**src/rtl/demux_2_lanes_c.sv**
```systemverilog
// Two-lane receive demultiplexer: splits an interleaved byte stream (slot 0 = lane 0,
// slot 1 = lane 1) into two registered lanes, published together once per slot pair.
module demux_2_lanes_c #(
   parameter int BUS_WIDTH = 8,
   parameter int CNT_WIDTH = 8
) (
   input  logic                 clk,
   input  logic                 reset,
   input  logic [BUS_WIDTH-1:0] data_in,
   input  logic                 valid_in,
   output logic [BUS_WIDTH-1:0] data_out_0,
   output logic [BUS_WIDTH-1:0] data_out_1,
   output logic                 valid_out_0,
   output logic                 valid_out_1,
   output logic                 word_strobe,
   output logic                 slot,
   output logic [CNT_WIDTH-1:0] word_count
);

   logic                 r_slot;
   logic [BUS_WIDTH-1:0] r_cap0;
   logic                 r_cv0;
   logic [BUS_WIDTH-1:0] r_data0;
   logic [BUS_WIDTH-1:0] r_data1;
   logic                 r_valid0;
   logic                 r_valid1;
   logic                 r_strobe;
   logic [CNT_WIDTH-1:0] r_count;

   always_ff @(posedge clk) begin
      if (reset) begin
         r_slot   <= 1'b0;
         r_cap0   <= '0;
         r_cv0    <= 1'b0;
         r_data0  <= '0;
         r_data1  <= '0;
         r_valid0 <= 1'b0;
         r_valid1 <= 1'b0;
         r_strobe <= 1'b0;
         r_count  <= '0;
      end else begin
         r_slot <= ~r_slot;
         if (!r_slot) begin
            // Lane 0 is held back one slot so both lanes publish on the same edge.
            if (valid_in) begin
               r_cap0 <= data_in;
               r_cv0  <= 1'b1;
            end else begin
               r_cv0  <= 1'b0;
            end
            r_strobe <= 1'b0;
         end else begin
            r_valid0 <= r_cv0;
            if (r_cv0) r_data0 <= r_cap0;
            r_valid1 <= valid_in;
            if (valid_in) r_data1 <= data_in;
            r_strobe <= 1'b1;
            if (r_cv0 || valid_in) r_count <= r_count + 1'b1;
         end
      end
   end

   assign slot        = r_slot;
   assign data_out_0  = r_data0;
   assign data_out_1  = r_data1;
   assign valid_out_0 = r_valid0;
   assign valid_out_1 = r_valid1;
   assign word_strobe = r_strobe;
   assign word_count  = r_count;

endmodule

```
**config.mk**
```make
export PLATFORM = sky130hd
export DESIGN_NAME = demux_2_lanes_c
export DESIGN_NICKNAME = d
export VERILOG_FILES = /design/src/rtl/demux_2_lanes_c.sv
export SDC_FILE = /design/constraint.sdc
export NUM_CORES = 1
export LEC_CHECK = 0
export ABC_AREA = 1
export CAP_MARGIN = 10
export CORE_MARGIN = 2
export CORE_UTILIZATION = 41
export DETAILED_ROUTE_END_ITERATION = 16
export GPL_ROUTABILITY_DRIVEN = 0
export PLACE_DENSITY = 0.74
export SETUP_SLACK_MARGIN = 0.5
export SLEW_MARGIN = 20
export SYNTH_ARGS = -nofsm -noshare
export SYNTH_HDL_FRONTEND = slang
export SYNTH_SLANG_ARGS = --single-unit
```
**constraint.sdc**
```tcl
create_clock -name clk -period 1 [get_ports clk]
set_input_delay 0.2 -clock clk [delete_from_list [all_inputs] [get_ports clk]]
set_output_delay 0.2 -clock clk [all_outputs]
set_load 0.01 [all_outputs]
```
* Yosys cells after proc, flatten, opt, wreduce, memory -nomap -nowiden
Cells that the tools add are included.
Operators by class: muxes and demuxes 2, bitwise operators 1, reductions and logical operators 5, add/sub/neg operators 1
Operators with widths (number):
- 8-bit by 1-bit adder with 8-bit output (second input constant) | 1
- 2-bit AND reduction | 4
- 1-bit two-way mux | 2
- 1-bit logical OR | 1
- 1-bit inverter | 1
Word-level totals: input bits 11, output and inout bits 28, logic and storage cells 18, register bits 37

* Logic depth before layout (Yosys ltp)
Gate-level depths: netlist (run 1).
depth after elaboration 2, mapped depth 7, mapped depth without buffers 7

* Worst setup path after synthesis (run 1)
Ideal clock, no wire load.
kind register -> register, from reg r_count[0], in the netlist word_count[0], to reg r_count[6], in the netlist word_count[6], cell stages (with the launch flop) 8, setup slack -0.150 ns, data arrival time 1.086 ns, clock period less this slack 1.150 ns, library setup time 0.064 ns, required time 0.936 ns, buffers on the path 0, cell sequence dfxtp_1 ha_1 inv_1 nor2_1 nand3_1 nor2_1 nor2_1 nor2_1
On the way: longest elaborated chain between the ends 1
Ends and longest elaborated chain:
- from (decl) | RTL line 28 | logic [CNT_WIDTH-1:0] r_count;
- from (signal assigned) | RTL line 58 | if (r_cv0 || valid_in) r_count <= r_count + 1'b1;
- 8-bit by 1-bit adder with 8-bit output | RTL line 58
No other way between the ends. A chain may end at the register's enable or synchronous reset.

* Worst setup path in the final report (run 1)
from reg r_slot, in the netlist slot, to reg r_count[1], in the netlist word_count[1]
On the way: longest elaborated chain between the ends 1
Ends and longest elaborated chain:
- from (decl) | RTL line 20 | logic r_slot;
- from (signal assigned) | RTL line 42 | r_slot <= ~r_slot;
- 2-bit AND reduction (no line)
No other way between the ends.

==> flow_summary_export.csv, run 1 <==
group,metric,value,unit
power,power_density,1190,nW/µm²
critical_path,rrSetupSlack,-220,ps
critical_path,r2r_end,"word_count[1]",
synth,synth_cell_types,14,
power,finalPower,3.17,mW
critical_path,r2r-start,"slot",
sta,fmax,0.819,GHz
place,dpl.hpwl,2.31,mm
detailed_routing,drt-initial-drc-count,83,
synth,ys_ff_latch,37,
sta,setup_viol,55,
run,drv_cap,0,
grt,antenna_found_initial,0,
detailed_routing,drcViolationCount,0,
detailed_routing,ant_nets,0,
grt,grt_max_degree,33,
sta,slew_headroom,0.845,
finish,area_growth,99.0,%
finish,final_util,0.864,
clocking,cts.clk_slew.worst_paths,130,ps
synth,synth_cells,176,
clocking,ctsHtreeMaxLevel,2,
floorplanning,io_pins,39,
floorplanning,die_area,3730,µm²
floorplanning,chipWidth,61.1,µm
synth,yosysWarnings,0,
critical_path,cp.required,1230,ps
critical_path,crit_type,"reg2reg",
finish,nFillCells,154,
hold_path,min_delay_path_depth,2,
floorplanning,die_h,61.1,µm
power,ir_drop,795,µV
critical_path,path_max_fanout,8,
grt,grt_pass1_vias,1288,
sta,hold_viol,0,
clocking,cts_made_buffers,5,
critical_path,ff2ff_path_depth,6,
clocking,cts_sinks,37,
synth,yosysMostFrequentCell,"nor2_1",
synth,synth_nets,188,
detailed_routing,vias,1471,
finish,post-route-cell-area,2660,µm²
finish,seqCellArea,793,µm²
critical_path,end_kind,"flip-flop",
synth,syn_area,1340,µm²
synth,yosys-top-cells-count,"nor2_1 (63), dfxtp_1 (37), o21ai_0 (27)",
finish,drive_gt1_frac,0.667,
floorplanning,row_count,20,
status,violations,"setup timing",
sta,rsz0062_at_grt,"yes",
critical_path,critPathMaxStageDelay,370,ps
critical_path,worst_path_max_delay_cell,"dfxtp_4",
place,pre_cts_slack,-404,ps
detailed_routing,via_per_inst,5.02,
critical_path,path_cells,"buf_12 > nand2_8 > buf_12 > nand2_8 > o21ai_0 > nor2_1",
sta,min_period_over_period,1.22,
synth,synth_top_area_cell,"dfxtp_1",
detailed_routing,wire_per_inst,15.5,µm
finish,multi_input_area,928,µm²
grt,overflow,0,
floorplanning,coreArea,3080,µm²
detailed_routing,drtPass1Iterations,4,
hold_path,min_from,"data_out_1[0]",
clocking,root_buffer,"clkbuf_4",
grt,grt_usage,0.200,
sta,worst_pin_slew,230,ps
grt,grt_pass1_wl,5.50,mm
sta,setup_tns,-3700,ps
synth,async_reset_ff_frac,0,
synth,synth_top_cells_by_area,"dfxtp_1 (55%), nor2_1 (18%), o21ai_0 (10%)",
synth,yosysTopAreaCellShare,0.554,
finish,n_antenna_cell,0,
synth,synth-edff-count,0,
finish,nets,260,
synth,yosys_most_used_dff,"dfxtp_1",
hold_path,hold_end,"data_out_1[0]",
clocking,cts_tree,"built",
critical_path,cp-start-kind,"flip-flop",
power,power_leakage,1.08,nW
synth,syn_area_per_cell,7.59,µm²
sta,worst_slack,-221,ps
sta,period_needed,1220,ps
clocking,clk_latency,350,ps
detailed_routing,wirelength,4.54,mm
place,portBuffers,38,
hold_path,hold_class,"reg2reg",
clocking,cts_buffer_depth,2,
floorplanning,start_util,0.434,
place,place_area,2030,µm²
sta,skew,12.5,ps
critical_path,arrival,1450,ps
sta,timing_max_transition_violations_final,0,
synth,synth_seq_area_share,0.554,
status,status,"finished, violations left",
-- worst max-delay path by stage --
stage | startpoint | slack [ps] | endpoint
after floorplan | word_count[0] | 20 | word_count[6]
after global placement | valid_in | -340 | word_count[5]
after CTS | word_count[1] | -90 | word_count[6]
after detailed placement | valid_in | -400 | word_count[5]
final | slot | -220 | word_count[1]
after global routing | slot | -250 | word_count[1]
-- layout by cell type, fill, tap and decap left out --
cell type,instances
a21oi_1,2
a21oi_2,6
buf_12,4
buf_2,2
buf_4,17
buf_6,32
buf_8,2
clkbuf_16,1
clkbuf_4,5
clkdlybuf4s50_1,9
clkinv_2,1
clkinv_4,2
clkinv_8,2
clkinvlp_4,1
dfxtp_1,9
dfxtp_2,21
dfxtp_4,7
dlygate4sd2_1,1
ha_4,1
inv_1,6
inv_16,1
inv_2,2
nand2_1,7
nand2_2,4
nand2_4,3
nand2_8,6
nand3_2,2
nand3_4,1
nand4_1,1
nor2_1,36
nor2_2,11
nor2_4,16
o21ai_0,3
o21ai_1,9
o21ai_2,15
o21ai_4,1
-- kinds of logic (layout without fill, tap and decap cells) --
logic type | count (synthesis) | count (layout) | synth area share
and+or+nand+nor | 85 | 87 | 0.251
AOI/OAI and AO/OA | 36 | 36 | 0.135
buffers and inverters | 17 | 88 | 0.0506
DFF | 37 | 37 | 0.554
adders and majority gates | 1 | 1 | 0.00936
-- where the power goes --
group          leakage (nW)  total [mW]  internal (mW)  switching [mW]
Sequential            0.317        1.63           1.55          0.0823
Combinational         0.729       0.706          0.361           0.345
Clock                0.0352       0.834          0.279           0.555
Total                  1.08        3.17           2.19           0.983
-- layer usage --
metal	up-vias	wire, µm	global-route usage
met5	-	0	0
met4	0	119	0.0839
met3	12	167	0.0378
met2	56	2430	0.345
met1	692	1820	0.245
li1	711	-	-
-- registers in the layout (all words and copies together), names as in the netlist --
name / cells
data_out_1: 8
word_strobe: 1
r_cap0: 8
slot: 1
valid_out_0: 1
valid_out_1: 1
r_cv0: 1
data_out_0: 8
word_count: 8
-- critical path: cells and delay by family, from the launching register on --
kind	cells	cell delay [ps]
buf+inv	2	260
simple gates	3	250
compound gates	1	220
flops	1	370
-- final cells by class --
class | instances | area share
clock buffers | 5 | 0.0141
well taps | 44 | 0.0207
inverters | 12 | 0.0339
flip-flops and latches | 37 | 0.298
repair buffers | 68 | 0.275
multi-input cells | 124 | 0.349
clock inverters | 3 | 0.00847
-- what timing repair did --
action                     4_1_cts  5_1_grt
pin swaps                        6       11
gates cloned                     2        1
resized for setup              170       84
setup endpoints to repair       65       65
hold buffers                     0        0
setup buffers                    7        6
-- stage by stage --
stage | hold slack (ps) | instances
final | 501 | 293
after global placement | 454 | 269
after global routing | 508 | 293
after CTS | 473 | 286
after floorplan | 255 | 176
after detailed placement | 462 | 269
(Power assumes the default switching activity.)
==> inputs of run 2 (changes only) <==
CORE_MARGIN = 3   (was 2)
==> flow_summary_export.csv, run 2 (synthesis gave the netlist of run 1 again) <==
group,metric,value,unit
sta,setup_viol,58,
finish,final_common_cell,"nor2_1",
grt,overflow,0,
clocking,clk_latency,360,ps
floorplanning,io_pins,39,
finish,final_util,0.847,
power,power_density,1360,nW/µm²
finish,n_antenna_cell,0,
detailed_routing,vias,1502,
sta,fmax,0.849,GHz
hold_path,hold_class,"in2reg",
critical_path,cp.required,1290,ps
detailed_routing,wire_per_inst,16.7,µm
detailed_routing,via_per_inst,5.11,
finish,nets,261,
sta,skew,16.9,ps
clocking,ctsHtreeMaxLevel,2,
floorplanning,row_count,20,
detailed_routing,drtPass1Iterations,4,
run,drv_cap,0,
grt,grt_usage,0.189,
clocking,cts_hold_buf,0,
floorplanning,start_util,0.434,
critical_path,path_cells,"buf_12 > buf_12 > clkinv_8 > nand2_8 > inv_8 > nor2_1 > nor2_1",
finish,final_cell_mix,"nor2_1 (42), buf_6 (33), dfxtp_2 (24)",
detailed_routing,wirelength,4.92,mm
sta,min_period_over_period,1.18,
sta,rsz0062_at_grt,"yes",
critical_path,worst_path_max_delay_cell,"dfxtp_4",
sta,worst_slack,-178,ps
sta,worst_pin_slew,340,ps
critical_path,crit_type,"reg2reg",
critical_path,critPathMaxStageDelay,380,ps
grt,grt_max_degree,33,
clocking,cts_tree,"built",
critical_path,cp-start-kind,"flip-flop",
status,violations,"setup timing",
critical_path,crit_buf_inv,4,
clocking,cts_made_buffers,5,
grt,grt_pass1_vias,1300,
finish,area_growth,95.0,%
clocking,cts.clk_slew.worst_paths,130,ps
sta,timing_max_transition_violations_final,0,
power,power_leakage,1.08,nW
place,dpl.hpwl,2.28,mm
sta,period_needed,1180,ps
floorplanning,chipWidth,63.1,µm
clocking,cts_sinks,37,
detailed_routing,ant_nets,0,
sta,hold_viol,0,
critical_path,path_max_fanout,8,
critical_path,critPathTopFamily,"buffers and inverters",
status,status,"finished, violations left",
critical_path,arrival,1470,ps
floorplanning,die_h,63.1,µm
floorplanning,coreArea,3080,µm²
power,ir_drop,1300,µV
sta,slew_headroom,0.773,
clocking,cts_buffer_depth,2,
grt,antenna_found_initial,0,
floorplanning,die_area,3980,µm²
grt,grt_pass1_wl,5.95,mm
power,finalPower,3.54,mW
clocking,root_buffer,"clkbuf_4",
critical_path,end_kind,"flip-flop",
detailed_routing,drt-initial-drc-count,111,
place,portBuffers,38,
finish,drive_gt1_frac,0.608,
detailed_routing,drcViolationCount,0,
run 2: worst paths after layout:
check                start       endpoint  slack (ps)  cells past startpoint
max                   slot      r_cap0[6]        -180                      7
min               valid_in    valid_out_1         470                      4
max reg2reg           slot      r_cap0[6]        -180                      7
min reg2reg  data_out_0[7]  data_out_0[7]         500                      2
run 2: area by class of cell:
class	count	area [µm²]
Clock buffer	6	62.6
Clock inverter	2	35.0
Fill cell	158	472
Inverter	12	76.3
Multi-Input combinational cell	125	846
Sequential cell	37	786
Tap cell	44	55.1
Timing Repair Buffer	68	746
run 2: worst min-delay path, cell delays in order:
cell and delay, ps:
dlygate4sd2_1 340, nand2_4 130, buf_6 90, a21oi_2 40
run 2: routing by layer:
| metal | up-vias | wire length [µm] | global-route usage |
|---|---|---|---|
| li1 | 715 | - | - |
| met2 | 70 | 2680 | 0.324 |
| met1 | 704 | 1870 | 0.217 |
| met5 | - | 0 | 0 |
| met3 | 13 | 250 | 0.0463 |
| met4 | 0 | 118 | 0.0964 |
run 2: repair_timing:
item	CTS	global route
gates cloned	3	1
pin swaps	8	8
buffers inserted	6	7
hold endpoints to repair	0	0
setup endpoints to repair	65	65
gates resized for setup	163	60
run 2: metrics by stage:
| stage | area, µm² | hold slack (ps) | TNS [ps] | worst slack, ps | std cells |
|---|---|---|---|---|---|
| detailed placement | 2030 | 459 | -10340 | -398 | 269 |
| global placement | 2030 | 454 | -9360 | -353 | 269 |
| CTS | 2360 | 473 | -1920 | -106 | 286 |
| finish | 2610 | 474 | -4150 | -178 | 294 |
| global route | 2610 | 493 | -6570 | -223 | 294 |
| floorplan | 1470 | 255 | 0 | 23.2 | 176 |
run 2: report_power, final:
part	switching (mW)	total (mW)	internal, mW
clock network	0.539	1.21	0.674
registers	0.0788	1.63	1.56
logic	0.338	0.696	0.358
==> edit: new RTL, config.mk and constraints of run 1 <==
The parameter `CNT_WIDTH` goes from 8 to 6.
--- a/src/rtl/demux_2_lanes_c.sv
+++ b/src/rtl/demux_2_lanes_c.sv
@@ -4,3 +4,3 @@
    parameter int BUS_WIDTH = 8,
-   parameter int CNT_WIDTH = 8
+   parameter int CNT_WIDTH = 6
 ) (
Interface: changed (resized word_count); port bits go from 39 to 37. No check against the original RTL was run, so the function may have changed too.
==> edit against run 1 <==
The run still ends with setup timing left; sequential cell count shrank 2; critical path depth is the same; total power shrank 5.5%; area after synthesis shrank 4.9%; worst setup slack gained 0.13 ns; sequential share of layout area grew 4.2 points; final area shrank 17%; routed wire length shrank 25%; clock power grew 9.2%; highest routed layer unchanged.
==> edit: results (changes against run 1) <==
Clock tree
  • Post-CTS sizing: 154 (-9.4%)
  • Setup Buffers After CTS: 4 (-3)
  • Worst-path clk slew: 0.11 ns (-0.02 ns)

Pwr
  • Gate power share: 18.8% (-3.5 points)
  • PD cells: 1360 nW/um^2 (+14%)
  • Peak supply drop: 0.762 mV (-4.2%)
  • Clock power share: 30.4% (+4.1 points)
  • Leak: 0.935 nW (-14%)

GRT
  • All-Layer GR Usage: 19.8% (-0.27 points)
  • Vias in the first global route: 1171 (-9.1%)
  • Largest net degree at the start of global routing: 25 (-24%)

STA
  • PnR worst setup slack: -0.0928 ns (+0.128 ns)
  • Setup violations, final: 32 (-42%)
  • Hold_ws: 0.479 ns (-0.0224 ns)

Worst setup path
  • Critical Path Sink: r_cap0[1]$_SDFFE_PP0P_
  • Crit path DAT: 1.36 ns (-0.09 ns)

Synthesis
  • Post-Syn Nets: 174 (-7.4%)
  • Mean Syn Cell Area: 7.85 sq um (+3.4%)

Run status
  • Failing checks: setup timing
  • Status: finished, violations left

Place
  • Dpl cell area: 1880 sq um (-7.5%)
  • Hpwl dp: 2.06 mm (-11%)
  • Port bufs: 36 (-5.3%)
  • Worst slack at placement: -0.324 ns (+0.0807 ns)

Min path
  • Hold EP: valid_out_1$_SDFFE_PP0P_
  • Hold_sp: valid_out_1$_SDFFE_PP0P_

Final layout
  • Multi-input logic area: 656 sq um (-29%)
  • Fillcell total: 205 (+33%)

Drt
  • Vias per inst: 4.99 (-0.56%)
edit: cell types whose count changed after synthesis, moves of 2 or more:
cell	delta
clkbuf_1	-2
dfxtp_1	-2
inv_1	-4
nand2_1	-4
nor2_1	-6
o21ai_0	-5
o21ai_1	+3
edit: final cells by class:
class | count | share of cell area [%]
clock inverter | 2 | 0.625
inverter | 10 | 2.39
timing repair buffer | 58 | 28.5
clock buffer | 6 | 2.84
tap | 33 | 1.88
multi-input combinational | 114 | 29.8
sequential | 35 | 34.0
edit: cell families (layout without fill, tap and decap cells):
family                     Yosys count  count (layout)
AOI/OAI and AO/OA                   33              33
adders and majority gates            1               1
buffers and inverters               15              76
DFF                                 35              35
and+or+nand+nor                     78              80
edit: per-layer routing:
metal | track usage [%] | part of all wire, % | wire (um) | vias up
met5 | 0 | 0 | 0 | -
met4 | 10.5 | 3.3 | 112 | 0
met3 | 4.55 | 3.1 | 106 | 13
met2 | 33.4 | 53 | 1780 | 30
met1 | 23.1 | 41 | 1380 | 598
li1 | - | - | - | 647
